===== src/rtl/serial_func_unit_v.sv =====
// serial_func_unit_v
// Bit-serial four-function unit. Two WIDTH-bit operands are processed one
// bit per clock, LSB first, through a single-bit function cell. A registered
// carry links the bits for the add code. A start/done handshake frames each
// operation. Results are registered and held until the next completion.
module serial_func_unit_v #(
  parameter int WIDTH = 8
) (
  input  logic             i_clk,
  input  logic             i_rst,
  input  logic             i_start,
  input  logic [WIDTH-1:0] i_a,
  input  logic [WIDTH-1:0] i_b,
  input  logic             i_cin,
  input  logic [1:0]       i_code,
  output logic             o_busy,
  output logic             o_done,
  output logic [WIDTH-1:0] o_result,
  output logic             o_cout,
  output logic             o_zero
);

  localparam int CW = $clog2(WIDTH) + 1;
  localparam logic [CW-1:0] LAST_BIT = CW'(WIDTH - 1);

  typedef enum logic [1:0] {
    ST_IDLE = 2'b00,
    ST_RUN  = 2'b01,
    ST_DONE = 2'b10
  } state_t;

  // Single-bit function cell shared by all four codes.
  function automatic logic cell_f(input logic [1:0] code, input logic a,
                                  input logic b, input logic c);
    logic f;
    case (code)
      2'b00:   f = a ^ b ^ c;
      2'b01:   f = ~(a & b & c);
      2'b10:   f = ~(a | b | c);
      2'b11:   f = ~(a ^ b ^ c);
      default: f = 1'b0;
    endcase
    return f;
  endfunction

  // Majority of three, the carry out of a full adder.
  function automatic logic cell_carry(input logic a, input logic b, input logic c);
    return (a & b) | (a & c) | (b & c);
  endfunction

  state_t           state_r;
  state_t           state_nxt_s;
  logic [WIDTH-1:0] a_sh_r;
  logic [WIDTH-1:0] b_sh_r;
  logic [WIDTH-1:0] res_sh_r;
  logic [WIDTH-1:0] res_nxt_s;
  logic [1:0]       code_r;
  logic             c_r;
  logic [CW-1:0]    cnt_r;
  logic             f_s;
  logic             carry_nxt_s;
  logic             last_s;
  logic [WIDTH-1:0] result_r;
  logic             cout_r;
  logic             zero_r;
  logic             done_r;
  logic             busy_r;

  // Current bit of the function cell and the carry it would produce.
  always_comb begin
    f_s         = cell_f(code_r, a_sh_r[0], b_sh_r[0], c_r);
    carry_nxt_s = cell_carry(a_sh_r[0], b_sh_r[0], c_r);
    last_s      = (state_r == ST_RUN) && (cnt_r == LAST_BIT);
  end

  // The new bit enters the result shift register from the MSB side.
  if (WIDTH == 1) begin : g_w1
    assign res_nxt_s = f_s;
  end else begin : g_wn
    assign res_nxt_s = {f_s, res_sh_r[WIDTH-1:1]};
  end

  // State register.
  always_ff @(posedge i_clk or posedge i_rst) begin
    if (i_rst) begin
      state_r <= ST_IDLE;
    end else begin
      state_r <= state_nxt_s;
    end
  end

  // Next-state logic: IDLE -> RUN -> DONE -> IDLE; start is only seen in IDLE.
  always_comb begin
    state_nxt_s = state_r;
    case (state_r)
      ST_IDLE: begin
        if (i_start) begin
          state_nxt_s = ST_RUN;
        end else begin
          state_nxt_s = ST_IDLE;
        end
      end
      ST_RUN: begin
        if (last_s) begin
          state_nxt_s = ST_DONE;
        end else begin
          state_nxt_s = ST_RUN;
        end
      end
      ST_DONE: state_nxt_s = ST_IDLE;
      default: state_nxt_s = ST_IDLE;
    endcase
  end

  // Operand capture, bit-serial datapath and registered result outputs.
  always_ff @(posedge i_clk or posedge i_rst) begin
    if (i_rst) begin
      a_sh_r   <= {WIDTH{1'b0}};
      b_sh_r   <= {WIDTH{1'b0}};
      res_sh_r <= {WIDTH{1'b0}};
      code_r   <= 2'b00;
      c_r      <= 1'b0;
      cnt_r    <= {CW{1'b0}};
      result_r <= {WIDTH{1'b0}};
      cout_r   <= 1'b0;
      zero_r   <= 1'b1;
      done_r   <= 1'b0;
      busy_r   <= 1'b0;
    end else begin
      done_r <= 1'b0;
      busy_r <= (state_nxt_s != ST_IDLE);
      case (state_r)
        ST_IDLE: begin
          if (i_start) begin
            a_sh_r <= i_a;
            b_sh_r <= i_b;
            code_r <= i_code;
            c_r    <= i_cin;
            cnt_r  <= {CW{1'b0}};
          end
        end
        ST_RUN: begin
          a_sh_r   <= a_sh_r >> 1'b1;
          b_sh_r   <= b_sh_r >> 1'b1;
          res_sh_r <= res_nxt_s;
          cnt_r    <= cnt_r + CW'(1);
          if (code_r == 2'b00) begin
            c_r <= carry_nxt_s;
          end
          // Final bit: publish the completed result straight into the
          // output registers so they are valid during the DONE cycle.
          if (last_s) begin
            result_r <= res_nxt_s;
            cout_r   <= (code_r == 2'b00) ? carry_nxt_s : 1'b0;
            zero_r   <= (res_nxt_s == {WIDTH{1'b0}});
            done_r   <= 1'b1;
          end
        end
        ST_DONE: begin
          done_r <= 1'b0;
        end
        default: begin
          done_r <= 1'b0;
        end
      endcase
    end
  end

  assign o_busy   = busy_r;
  assign o_done   = done_r;
  assign o_result = result_r;
  assign o_cout   = cout_r;
  assign o_zero   = zero_r;

endmodule


===== config.mk =====
export PLATFORM = sky130hd
export DESIGN_NAME = serial_func_unit_v
export DESIGN_NICKNAME = d
export VERILOG_FILES = /design/src/rtl/serial_func_unit_v.sv
export SDC_FILE = /design/constraint.sdc
export NUM_CORES = 1
export LEC_CHECK = 0
export ABC_AREA = 1
export CAP_MARGIN = 20
export CELL_PAD_IN_SITES_DETAIL_PLACEMENT = 0
export CELL_PAD_IN_SITES_GLOBAL_PLACEMENT = 1
export CORE_MARGIN = 10
export CORE_UTILIZATION = 33
export DETAILED_ROUTE_END_ITERATION = 8
export PLACE_DENSITY_LB_ADDON = 0.1
export SETUP_SLACK_MARGIN = 0.1
export SLEW_MARGIN = 20
export SYNTH_ARGS = -nofsm -noshare
export SYNTH_HDL_FRONTEND = slang
export SYNTH_SLANG_ARGS = --single-unit

===== constraint.sdc =====
create_clock -name i_clk -period 2.3 [get_ports i_clk]
set_clock_uncertainty 0.2 [all_clocks]
set_input_delay 0.69 -clock i_clk [delete_from_list [all_inputs] [get_ports i_clk]]
set_output_delay 0.69 -clock i_clk [all_outputs]
set_load 0.01 [all_outputs]

---- Word level (Yosys, flattened, before mapping) ----
Cells that the tools add are included.
word-level totals
  flip-flop bits (word level) ............. 45
  input bits .............................. 22
  output and inout port bits .............. 12
  word-level logic and storage cells ...... 59
operators by class
  $add $sub $neg .......................... 1
  eq/ne operators ......................... 7
  muxes and demuxes ....................... 16
  bitwise gates (word level) .............. 13
  reductions and logical operators ........ 10
operators with widths
  kind                   count
  $pmux W8 S2            2
  $mux W8                2
  $logic_not A8 Y1       1
  $pmux W4 S2            1
  $mux W1                6
  $reduce_and A2 Y1      3
  $add A4 B1 Y4 const B  1
  $and A1 B1 Y1          4
  $eq A2 B1 Y1 const B   2
  $eq A2 B2 Y1 const B   2
  $eq A4 B3 Y1 const B   1
  $logic_not A2 Y1       2
  $mux W4                1
  $or A1 B1 Y1           4
  $pmux W1 S4            1
  $pmux W2 S2            1
  $reduce_bool A2 Y1     2
  $not A1 Y1             3
  $reduce_and A3 Y1      1
  $mux W2                1
  $ne A2 B1 Y1 const B   1
  $ne A2 B2 Y1 const B   1
  $pmux W1 S2            1
  $xor A1 B1 Y1          2
  $logic_and A1 B1 Y1    1

---- Logic depth before layout (Yosys ltp) ----
Gate-level depths: netlist (run 1).
  depth in word-level cells ............... 5
  gate-level depth with buffers ........... 9
  gate-level depth less buffers ........... 9

---- Worst setup path before layout (run 1) ----
Ideal clock, no wire load.
  kind .................................... register to register
  from .................................... register a_sh_r[0]
  to ...................................... register result_r[7] (netlist: o_result[7])
  arrival ................................. 1.256 ns
  required time ........................... 1.984 ns
  setup slack ............................. 0.728 ns
  stages on the path, launching flop included .. 8
  buffers on the path ..................... 0
  period minus slack after synthesis ...... 1.572 ns
  cells stage by stage .................... dfrtp_1 > inv_1 > fa_1 > inv_1 > nand2_1 > nand4_1 > nand2_1 > nand2_1
on the way
  cells in the longest elaborated chain, start to end .. 4
ends and longest elaborated chain
  element                                             line        source
  start: declaration                                  53          logic [WIDTH-1:0] a_sh_r;
  start signal: assignment                            118         a_sh_r <= {WIDTH{1'b0}};
  start signal: assignment                            135         a_sh_r <= i_a;
  start signal: assignment                            143         a_sh_r <= a_sh_r >> 1'b1;
  $xor A1 B1 Y1 (tied with other cells) (2 in a row)  37, 40
  $not A1 Y1, on equally long branches                40, 38, 39
  $pmux W1 S4 *                                       36          case (code)
  end signal: assignment                              124         result_r <= {WIDTH{1'b0}};
  end signal: assignment                              153         result_r <= res_nxt_s;
  end: declaration                                    63          logic [WIDTH-1:0] result_r;
Every way passes the cells marked *; elsewhere a longest branch is shown, timed or not.
A chain may end at the register's enable or synchronous reset.

---- Final worst setup path (run 1) ----
  from .................................... register done_r (netlist: o_done)
  to ...................................... output o_done
RTL lines
  element                   line  source
  start: declaration        66    logic done_r;
  start signal: assignment  127   done_r <= 1'b0;
  start signal: assignment  130   done_r <= 1'b0;
  start signal: assignment  156   done_r <= 1'b1;
  end: declaration          17    output logic o_done,
No word-level cell between the ends.

==> results of run 1 <==
-- path summary, 6_finish.rpt --
kind                       cells after the start           to  slack, ns  startpoint
setup / recovery                               1       o_done       0.20      o_done
setup reg to reg                               7  o_result[7]       0.58   a_sh_r[0]
hold reg to reg                                2       o_zero       0.27      o_zero
max in group asynchronous                      3       o_zero       1.09       i_rst
hold / removal                                 2       o_zero       0.27      o_zero
min in group asynchronous                      3    b_sh_r[2]       0.54       i_rst
-- worst reg2reg max path, cell delays in order (launching register included) --
cell and delay [ns]:
dfrtp_1 0.36, inv_1 0.10, fa_1 0.56, inv_1 0.04
nand2_1 0.08, nand4_1 0.14, nand2_1 0.09, nand2_1 0.05
-- synthesized netlist by cell type --
| library cell | n |
|---|---|
| nand2_1 | 76 |
| dfrtp_1 | 42 |
| inv_1 | 19 |
| nand3_1 | 15 |
| o21ai_1 | 15 |
| nor2_1 | 10 |
| o21ai_0 | 5 |
| inv_2 | 4 |
| buf_6 | 3 |
| ha_1 | 3 |
| o211ai_1 | 3 |
| a22o_1 | 2 |
| buf_2 | 2 |
| buf_4 | 2 |
| nand2_2 | 2 |
| nand4_1 | 2 |
| o22ai_1 | 2 |
| dfstp_2 | 1 |
| fa_1 | 1 |
| nand2_4 | 1 |
| nand2_8 | 1 |
| nor2_2 | 1 |
| nor2_4 | 1 |
| o31ai_1 | 1 |
| or2_1 | 1 |
-- power groups by stage --
| stage | Combinational (mW) | Sequential, mW | Clock, mW |
|---|---|---|---|
| global placement | 1.20 | 1.28 | 0 |
| global route | 1.38 | 1.32 | 0.665 |
| CTS | 1.21 | 1.28 | 0.636 |
| finish | 1.17 | 1.27 | 0.610 |
| detailed placement | 1.21 | 1.29 | 0 |
| floorplan | 0.814 | 1.29 | 0 |
-- registers in the layout, summed over array words and instances, names as in the netlist --
register,flops
o_cout,1
a_sh_r,8
b_sh_r,8
o_busy,1
o_result,8
o_done,1
res_sh_r,7
c_r,1
o_zero,1
code_r,2
state_r,1
cnt_r,4
-- repair_timing --
item	4_1_cts	5_1_grt
setup buffers	0	0
gates resized for setup	1	0
setup endpoints to repair	1	0
-- cell usage in the layout (no fill, tap or decap) --
cell	Yosys	final
a22o_1	2	2
buf_12	0	2
buf_4	2	2
bufinv_16	0	1
clkbuf_8	0	6
clkdlybuf4s50_1	0	32
clkinv_2	0	1
dfrtp_1	42	42
dfstp_2	1	1
dlygate4sd2_1	0	1
fa_1	1	1
ha_1	3	3
inv_1	19	19
inv_2	4	4
nand2_1	76	76
nand2_2	2	2
nand2_4	1	1
nand2_8	1	1
nand3_1	15	15
nand4_1	2	2
nor2_1	10	10
nor2_2	1	1
nor2_4	1	1
o211ai_1	3	3
o21ai_0	5	5
o21ai_1	15	15
o22ai_1	2	2
o31ai_1	1	1
or2_1	1	1
-- metrics by stage --
| stage | instances | instance area (sq um) | worst slack (ns) | utilization | total power, mW |
|---|---|---|---|---|---|
| floorplan | 215 | 1920 | 0.409 | - | 2.10 |
| global placement | 317 | 2330 | 0.250 | 0.419 | 2.49 |
| detailed placement | 317 | 2330 | 0.229 | 0.419 | 2.50 |
| CTS | 325 | 2450 | 0.172 | 0.440 | 3.12 |
| global route | 325 | 2450 | 0.146 | 0.440 | 3.37 |
| finish | 325 | 2450 | 0.198 | 0.440 | 3.06 |
-- metal layers --
layer,global-route usage,wire [um]
met1,0.115,1840
met2,0.160,1850
met3,0.0381,313
met4,0.0369,48
met5,0,0
-- logic make-up (layout without fill, tap and decap cells) --
logic type | after synthesis | in the layout | share of synthesized area
buf+inv | 30 | 68 | 0.0757
compound gates | 28 | 28 | 0.0835
flops | 43 | 43 | 0.562
simple gates | 110 | 110 | 0.249
fa+ha+maj | 4 | 4 | 0.0300
-- final cells by class --
type | instances | area share
flip-flops and latches | 43 | 0.440
multi-input cells | 142 | 0.284
repair buffers | 37 | 0.157
well taps | 72 | 0.0368
inverters | 23 | 0.0352
clock buffers | 6 | 0.0337
clock inverters | 2 | 0.0143
==> run_results.csv, run 1 <==
group,metric,value,unit
finish,fillers,571,
power_and_ir_drop,cellLeakagePower,1.16,nW
critical_path,required,1.41,ns
critical_path,cp_num_buf_inv,1,
logic_synthesis,yosysSeqAreaShare,0.562,
critical_path,arrival,1.21,ns
global_routing,overflow,0,
critical_path,cpPeakStageDelay,0.55,ns
floorplanning,core,5570,sq um
logic_synthesis,synthTopCellsByArea,"dfrtp_1, nand2_1, nand3_1",
timing,hold_viol_final,0,
floorplanning,num_io_pins,34,
global_routing,grt_usage,0.0986,
timing,fin_hold_ws,0.273,ns
finish,nets,278,
clock_tree,cts_tree,"built",
clock_tree,cts-root-buf,"clkbuf_8",
power_and_ir_drop,p_clk_frac,0.200,
power_and_ir_drop,pwr-share-seq,0.417,
timing,drv_slew,0,
place,port_buffers,33,
critical_path,end_kind,"primary output",
power_and_ir_drop,p_int,1.95,mW
logic_synthesis,synth_top_area_frac,0.548,
logic_synthesis,synth_area_leader_cell,"dfrtp_1",
finish,n_antenna_cell,0,
logic_synthesis,ys_warn_count,0,
floorplanning,die_h,96.2,um
power_and_ir_drop,p_per_area,1250,nW/um^2
critical_path,path_max_fanout,2,
clock_tree,cts_buffers,5,
power_and_ir_drop,power_frac_comb,0.384,
timing,fin_crit_sh,0.914,
drt,ant_nets,0,
critical_path,start_kind,"flop",
place,hpwl,2.94,mm
drt,drc,0,
timing,max_slew_margin,0.758,
timing,finalSetupViolCount,0,
global_routing,grt_pass1_wl,7.25,mm
finish,multi_input_area,696,sq um
clock_tree,cts.clk_slew.worst_paths,0.08,ns
min_path,hold_path_class,"flop to flop",
global_routing,grt_pass1_vias,1581,
logic_synthesis,syn_nets,241,
drt,dr.pass1.iters,4,
logic_synthesis,postSynthCellCount,215,
drt,drt-total-wl,4.05,mm
critical_path,critPathKind,"flop to primary output",
floorplanning,die_x,96.2,um
logic_synthesis,syn_area_per_cell,8.92,sq um
floorplanning,initial_core_util,0.344,
place,finalWeightedCongestion,0.731,
timing,fin_crit,2.10,ns
clock_tree,ctsHtreeMaxLevel,2,
timing,grt_setup_unrepaired,"false",
critical_path,cp_slowest_cell,"clkdlybuf4s50_1",
logic_synthesis,synth.distinct_cells,25,
global_routing,antenna_found_initial,0,
floorplanning,dieArea,9260,sq um
logic_synthesis,synth_seq_cells,43,
clock_tree,cts-hold-fix-buffers,0,
drt,vias,1461,
drt,wire_per_inst,12.5,um
global_routing,grt_max_degree,44,
clock_tree,clockBufferDepth,2,
clock_tree,clock_latency,0.29,ns
outcome,outcome,"finished, final reports clean",
critical_path,cp_top_family,"buffers and inverters",
finish,area_growth,27.8,%
timing,fin_setup_tns,0,ns
finish,drive_gt1_frac,0.0909,
drt,first_iter_violations,72,
timing,fmax,476,MHz
timing,worst_slew_pin_slew,0.362,ns
power_and_ir_drop,peakVddDrop,0.000458,V
run,maxCapViolations,0,
power_and_ir_drop,net-switching-power,1.11,mW
clock_tree,clock-sinks,43,
power_and_ir_drop,p_sw_frac,0.363,
finish,seqCellArea,1080,sq um
critical_path,crit_chain,"clkdlybuf4s50_1",
floorplanning,rows,27,
logic_synthesis,syn-cell-area,1920,sq um
drt,vias_per_cell,4.50,
(Power assumes the default switching activity.)
==> inputs of run 2 (changes only) <==
--- a/config.mk
+++ b/config.mk
@@ -9,6 +9,7 @@
 export CAP_MARGIN = 20
 export CELL_PAD_IN_SITES_DETAIL_PLACEMENT = 0
 export CELL_PAD_IN_SITES_GLOBAL_PLACEMENT = 1
+export CORE_ASPECT_RATIO = 0.5
 export CORE_MARGIN = 10
 export CORE_UTILIZATION = 33
 export DETAILED_ROUTE_END_ITERATION = 8
==> run 2 against run 1 <==
Against the previous run: critical path depth unchanged; first-iteration DRC count is 54% higher; worst hold slack worse by 0.00079 ns; core utilization up 0.58 points; sequential cell count unchanged; non-clock buffer count is the same; highest routed layer unchanged; setup slack gained 0.014 ns; fmax is 0.65% higher; global-route usage fell by 0.44 points; largest cell class unchanged.
==> run_results.csv, run 2 (synthesized netlist as in run 1, its figures left out) <==
group,metric,value,unit
outcome,outcome,"finished, final reports clean",
finish,n_antenna_cell,0,
finish,final_cell_mix,"nand2_1, dfrtp_1, clkdlybuf4s50_1",
drt,dr.pass1.iters,4,
timing,fmax,479,MHz
clock_tree,cts_tree,"built",
floorplanning,core,5560,sq um
critical_path,required,1.41,ns
global_routing,antenna_found_initial,0,
timing,drv_slew,0,
clock_tree,cts-hold-fix-buffers,0,
floorplanning,num_io_pins,34,
finish,post-route-util,0.446,
power_and_ir_drop,p_per_area,1290,nW/um^2
place,hpwl,2.85,mm
critical_path,arrival,1.20,ns
timing,finalSetupViolCount,0,
run,maxCapViolations,0,
drt,wire_per_inst,12.8,um
drt,vias,1453,
finish,fillers,567,
floorplanning,initial_core_util,0.345,
clock_tree,clockBufferDepth,2,
global_routing,grt_pass1_vias,1482,
global_routing,overflow,0,
timing,grt_setup_unrepaired,"false",
critical_path,cp_num_buf_inv,1,
critical_path,start_kind,"flop",
finish,nets,278,
clock_tree,ctsHtreeMaxLevel,2,
critical_path,cpPeakStageDelay,0.56,ns
global_routing,grt_max_degree,44,
timing,max_slew_margin,0.764,
timing,fin_hold_ws,0.272,ns
clock_tree,clock-sinks,43,
drt,m1WireLength,2.04,mm
drt,dr_wl_met3,267,um
place,finalWeightedCongestion,0.720,
power_and_ir_drop,finalPower,3.19,mW
drt,vias_per_cell,4.46,
drt,drc,0,
timing,fin_crit_sh,0.908,
clock_tree,cts.clk_slew.worst_paths,0.06,ns
place,post-place-ws,0.238,ns
floorplanning,die_x,128,um
timing,fin_crit,2.09,ns
place,port_buffers,33,
power_and_ir_drop,peakVddDrop,0.000413,V
timing,fin_setup_tns,0,ns
drt,first_iter_violations,111,
drt,wl_met2,1.84,mm
drt,ant_nets,0,
drt,dr.max_layer_used,"met4",
global_routing,grt_pass1_wl,7.15,mm
clock_tree,clock_latency,0.28,ns
critical_path,end_kind,"primary output",
critical_path,path_max_fanout,2,
timing,hold_viol_final,0,
finish,area_growth,29.2,%
power_and_ir_drop,cellLeakagePower,1.17,nW
global_routing,grt_usage,0.0942,
floorplanning,die_h,73.9,um
critical_path,cp_top_family,"buffers and inverters",
min_path,hold_path_class,"flop to flop",
finish,drive_gt1_frac,0.0870,
clock_tree,cts-root-buf,"clkbuf_16",
clock_tree,cts_buffers,5,
critical_path,critPathKind,"flop to primary output",
critical_path,crit_chain,"clkdlybuf4s50_1",
floorplanning,dieArea,9450,sq um
critical_path,cp_slowest_cell,"clkdlybuf4s50_1",
finish,layout_commonest_cell,"nand2_1",
timing,worst_slew_pin_slew,0.353,ns
drt,drt-total-wl,4.19,mm
floorplanning,rows,19,
timing,setup_ws,0.211,ns
run 2: cell types whose count changed in the layout (fill, tap and decap cells not counted), sizes merged:
cell and delta:
clkinv -1, clkbuf +2, bufinv -1
run 2: layer usage:
layer,up-vias,GRT usage
met1,659,0.113
met4,0,0.0298
met2,32,0.152
met3,5,0.0395
met5,-,0
li1,757,-
run 2: area by class of cell:
type / count / area (sq um) / area share
clock buffers: 8 / 156 / 0.0631
inverters: 23 / 86.3 / 0.0348
multi-input cells: 142 / 696 / 0.281
flip-flops and latches: 43 / 1080 / 0.435
well taps: 73 / 91.3 / 0.0369
repair buffers: 37 / 372 / 0.150
run 2: timing repair:
item / in CTS / in global routing
gates resized for setup: 1 / 0
buffers inserted: 0 / 0
endpoints found under the setup margin: 1 / 0
run 2: power breakdown:
group          switching (mW)  leakage (nW)  internal [mW]
Sequential              0.191         0.548           1.08
Combinational           0.670         0.546          0.505
Clock                   0.275        0.0772          0.462
run 2: metrics by stage:
step	instances	area, sq um
final	326	2480
after CTS	326	2480
after detailed placement	318	2320
after global placement	318	2320
after global routing	326	2480
after floorplan	215	1920
run 2: worst paths after layout:
| kind | from | to | slack [ns] | depth (start not counted) |
|---|---|---|---|---|
| min reg2reg | o_zero | o_zero | 0.27 | 2 |
| max reg2reg | a_sh_r[0] | res_sh_r[7] | 0.63 | 7 |
| max in group asynchronous | i_rst | o_zero | 1.05 | 3 |
| max | o_cout | o_cout | 0.21 | 1 |
| min in group asynchronous | i_rst | o_result[2] | 0.58 | 3 |
| min | o_zero | o_zero | 0.27 | 2 |
